`config.mk`:
```
export PLATFORM = sky130hd
export DESIGN_NAME = imm_ext_pipe
export DESIGN_NICKNAME = d
export VERILOG_FILES = /design/src/rtl/imm_ext_pipe.sv
export SDC_FILE = /design/constraint.sdc
export NUM_CORES = 1
export LEC_CHECK = 0
export ABC_AREA = 1
export CAP_MARGIN = 20
export CORE_MARGIN = 2
export CORE_UTILIZATION = 55
export CTS_CLUSTER_DIAMETER = 50
export CTS_CLUSTER_SIZE = 14
export DETAILED_ROUTE_END_ITERATION = 10
export PLACE_DENSITY = 0.95
export SYNTH_ARGS = -nofsm -noshare
export SYNTH_HDL_FRONTEND = slang
export SYNTH_SLANG_ARGS = --single-unit
```
`constraint.sdc`:
```
create_clock -name clk -period 5.19 [get_ports clk]
set_input_delay 0.519 -clock clk [delete_from_list [all_inputs] [get_ports clk]]
set_output_delay 0.519 -clock clk [all_outputs]
set_load 0.01 [all_outputs]
```
`src/rtl/imm_ext_pipe.sv`:
```
// imm_ext_pipe: pipelined immediate generator with a 2-entry skid buffer.
// Define IMM_SHIFT_EN to turn the branch (fmt 10) immediate into a word-aligned byte offset.
module imm_ext_pipe #(
    parameter int DATA_W = 32,
    parameter int TAG_W  = 5
) (
    input  logic              clk,
    input  logic              rst_n,
    input  logic              in_valid,
    output logic              in_ready,
    input  logic [31:0]       in_instr,
    input  logic [1:0]        in_fmt,
    input  logic [TAG_W-1:0]  in_tag,
    output logic              out_valid,
    input  logic              out_ready,
    output logic [DATA_W-1:0] out_imm,
    output logic [TAG_W-1:0]  out_tag,
    output logic [1:0]        out_fmt
);
    typedef struct packed {
        logic [1:0]        fmt;
        logic [TAG_W-1:0]  tag;
        logic [DATA_W-1:0] imm;
    } ent_t;

    logic [1:0] cnt_q, cnt_d;
    ent_t       e0_q, e0_d, e1_q, e1_d, new_e;
    logic       push, pop;

    assign in_ready  = rst_n & (cnt_q != 2'd2);
    assign out_valid = cnt_q != 2'd0;
    assign push      = in_valid & in_ready;
    assign pop       = out_valid & out_ready;
    assign out_imm   = e0_q.imm;
    assign out_tag   = e0_q.tag;
    assign out_fmt   = e0_q.fmt;

    // Extract and extend the immediate selected by the decoder's format code
    always_comb begin
        new_e.fmt = in_fmt;
        new_e.tag = in_tag;
        new_e.imm = in_fmt == 2'b00 ? DATA_W'($signed(in_instr[15:0])) :
                    in_fmt == 2'b01 ? DATA_W'($signed(in_instr[20:5])) :
`ifdef IMM_SHIFT_EN
                    in_fmt == 2'b10 ? DATA_W'($signed({in_instr[25:0], 2'b00})) :
`else
                    in_fmt == 2'b10 ? DATA_W'($signed(in_instr[25:0])) :
`endif
                                      DATA_W'(in_instr[15:0]);
    end

    // Head entry e0 drives the outputs directly; it is left untouched when the buffer drains
    always_comb begin
        cnt_d = cnt_q + {1'b0, push} - {1'b0, pop};
        e0_d  = (push && (cnt_q == 2'd0 || (cnt_q == 2'd1 && pop))) ? new_e :
                (pop && cnt_q == 2'd2)                               ? e1_q  : e0_q;
        e1_d  = (push && cnt_q == 2'd1 && !pop) ? new_e : e1_q;
    end

    // Buffer state, cleared immediately by reset
    always_ff @(posedge clk or negedge rst_n) begin
        if (!rst_n) begin
            cnt_q <= '0;
            e0_q  <= '0;
            e1_q  <= '0;
        end else begin
            cnt_q <= cnt_d;
            e0_q  <= e0_d;
            e1_q  <= e1_d;
        end
    end
endmodule

```
==> impl_metrics.toml <==
[routing]
first_pass_iters = 7
finalWirelength_mm = 9.97
ant_nets = 0
wl_per_cell_um = 15.0
drt_iter0_drc = 447
vias_per_cell = 5.69
drc = 0
vias = 3779

[synthesis]
ys_seq_area_share_pct = 44.4
synth_area_sq_um = 3830
synth_edf_count = 0
ys_types = 23
synth_area_leaders = "dfrtp_1 (44%), nand2_1 (21%), o21ai_0 (6.9%), nand3_1 (5.7%), o21ai_1 (5.0%)"
syn-num-nets = 578
synth_cells = 533
yosys_warnings = 0
yosysTopAreaCellShare_pct = 44.4
ys_seq_elements = 68
post-synth-top-count-cell = "nand2_1"
synth_top_cell_by_area = "dfrtp_1"
synth_common_cells = "nand2_1 (218), dfrtp_1 (68), o21ai_0 (53), nand3_1 (44), inv_1 (41)"
synth_top_flop_cell = "dfrtp_1"
syn_area_per_cell_sq_um = 7.19
async_reset_ff_share_pct = 100

[power]
leakage_nw = 2.29
combPwrFrac_pct = 45.2
power_switching_w = 0.000902
p_seq_share_pct = 39.2
p_int_w = 0.00142
p_per_area_nw_per_um2 = 503
ir_drop_uv = 198
switching_share_pct = 38.8
finalPower_w = 0.00233
pwr-share-clk_pct = 15.5

[final_layout]
syn2layout_area_growth_pct = 20.6
final_nets = 628
drive_gt1_share_pct = 4.62
fillerInstances = 519
post-route-util_pct = 68.4
antennaDiodeCount = 0
fin_cells = 664
stdcell_area_sq_um = 4620

[die]
die-width_um = 87.5
pin_count = 84
row_count = 30
dieArea_sq_um = 7650
core-area_sq_um = 6760
initial_core_util_pct = 56.7
die_h_um = 87.5

[critical_path]
crit_chain = "clkdlybuf4s50_1 -> nand3_4 -> nor2_4 -> nand2_1 -> nand2_1 -> nand2_1"
crit_arrival_ns = 2.98
crit_buf_inv = 1
crit_top_cell = "nand2_1"
cp_top_family = "simple AND/OR/NAND/NOR gates"
cp_slowest_cell = "nor2_4"
end_kind = "flop"
worstPathRequired_ns = 5.42
crit_type = "input port to flop"
cp_slowest_stage_delay_ns = 0.93
cp-start-kind = "input port"
cp_max_fo = 69

[timing]
period_minus_slack_ns = 2.75
worst_pin_slew_ns = 0.874
hold_viol_final = 0
min_period_over_period_pct = 53.0
timing.fmax_ghz = 0.363
rsz0062_at_grt = "false"
finalSetupTns_ns = 0
finalClockSkew_ns = 0.00467
final_max_slew_viol_count = 0
max_slew_margin_pct = 41.6
finalSetupViolCount = 0

[global_routing]
grt_pass1_wl_mm = 16.2
antenna_found_initial = 0
grt_max_degree = 70
overflow = 0
track_usage_pct = 27.0
grt_pass1_vias = 3571

[min_path]
worstHoldPathType = "input port to asynchronous set/reset pin"

[placed_design]
numPortBuffers = 77
place_area_sq_um = 4440
dpl.cell_count = 650
place_congestion = 0.844
dp_hpwl_mm = 6.14

[flow_run]
maxCapViolCount = 0

[clock_tree]
root_buffer = "clkbuf_8"
cts_setup_buffers = 0
cts_tree = "done"
clockBufferDepth = 2
clock-sinks = 68
clk_pin_slew_ns = 0.06
h-tree-depth = 3
cts_resized = 0
clock_latency_ns = 0.34
hold_buffers = 0
numCtsBuffers = 9

[outcome]
status = "complete, no violations"
[placed cells by master, fill, tap and decap left out, types with 2 or more instances in the layout]
cell	count
clkbuf_8	10
nor2_4	3
nand2_1	218
nand3_2	2
clkbuf_1	2
ha_1	2
a21oi_1	2
buf_4	3
inv_1	41
nor2_1	11
dfrtp_1	68
inv_2	3
o21ai_1	38
clkdlybuf4s50_1	76
nand3_1	44
o21ai_0	53
[state kept, by name, summed over array words and instances (netlist names)]
name,cells
out_tag,5
out_fmt,2
out_imm,26
cnt_q,2
e1_q,33
[final timing paths]
path                                from         end  slack, ns  cells after the start
worst max register to register  cnt_q[0]  out_fmt[1]       2.58                      7
min in group clk                e1_q[33]    e1_q[33]       0.49                      2
worst min register to register  e1_q[33]    e1_q[33]       0.49                      2
worst max-delay path            in_valid  out_fmt[1]       2.44                      6
worst min-delay path               rst_n    cnt_q[1]       0.41                      2
max in group asynchronous          rst_n     e1_q[9]       4.20                      2
[power by group through the flow]
| stage | combinational [W] | sequential, W | clock (W) |
|---|---|---|---|
| 2_1_floorplan | 0.000577 | 0.000950 | 0 |
| 5_1_grt | 0.00116 | 0.000936 | 0.000382 |
| 4_1_cts | 0.00103 | 0.000911 | 0.000361 |
| 3_5_place_dp | 0.00102 | 0.000920 | 0 |
| 3_3_place_gp | 0.000983 | 0.000906 | 0 |
| 6_report | 0.00105 | 0.000913 | 0.000361 |
[cells by family after synthesis]
kind of cell	count (synthesis)	share of synthesized area [%]
DFF	68	44.4
adders and majority gates	2	0.653
buffers and inverters	86	11.4
xor gates and xnor gates	2	0.457
and+or+nand+nor	281	30.5
AOI/OAI and AO/OA	94	12.6
[metrics by stage]
stage / hold WS (ns) / worst slack (ns)
6_report: 0.412 / 2.44
5_1_grt: 0.507 / 2.27
4_1_cts: 0.461 / 2.42
3_5_place_dp: 0.472 / 2.07
3_3_place_gp: 0.462 / 2.19
2_1_floorplan: 0.223 / 3.38
[metal layers]
| metal | up-vias | track usage (%) | wire (um) |
|---|---|---|---|
| met2 | 196 | 45.2 | 4950 |
| met5 | - | 0 | 0 |
| li1 | 1770 | - | - |
| met3 | 37 | 3.79 | 648 |
| met4 | 0 | 14.0 | 352 |
| met1 | 1776 | 33.8 | 4020 |
[worst reg2reg max path, stage by stage, from the launching register on]
cell	delay, ns
dfrtp_1	0.42
inv_2	0.10
nand2_4	0.10
nand3_4	0.52
nor2_4	0.98
nand2_1	0.15
nand2_1	0.16
nand2_1	0.06
[layout make-up]
cell class / instances / area, sq um / area share, %
inverters: 44 / 165 / 3.57
repair buffers: 81 / 816 / 17.7
clock buffers: 12 / 145 / 3.14
well taps: 80 / 100 / 2.17
flip-flops and latches: 68 / 1700 / 36.8
multi-input cells: 379 / 1690 / 36.6
Note: power is estimated with default switching activity, not from simulation.
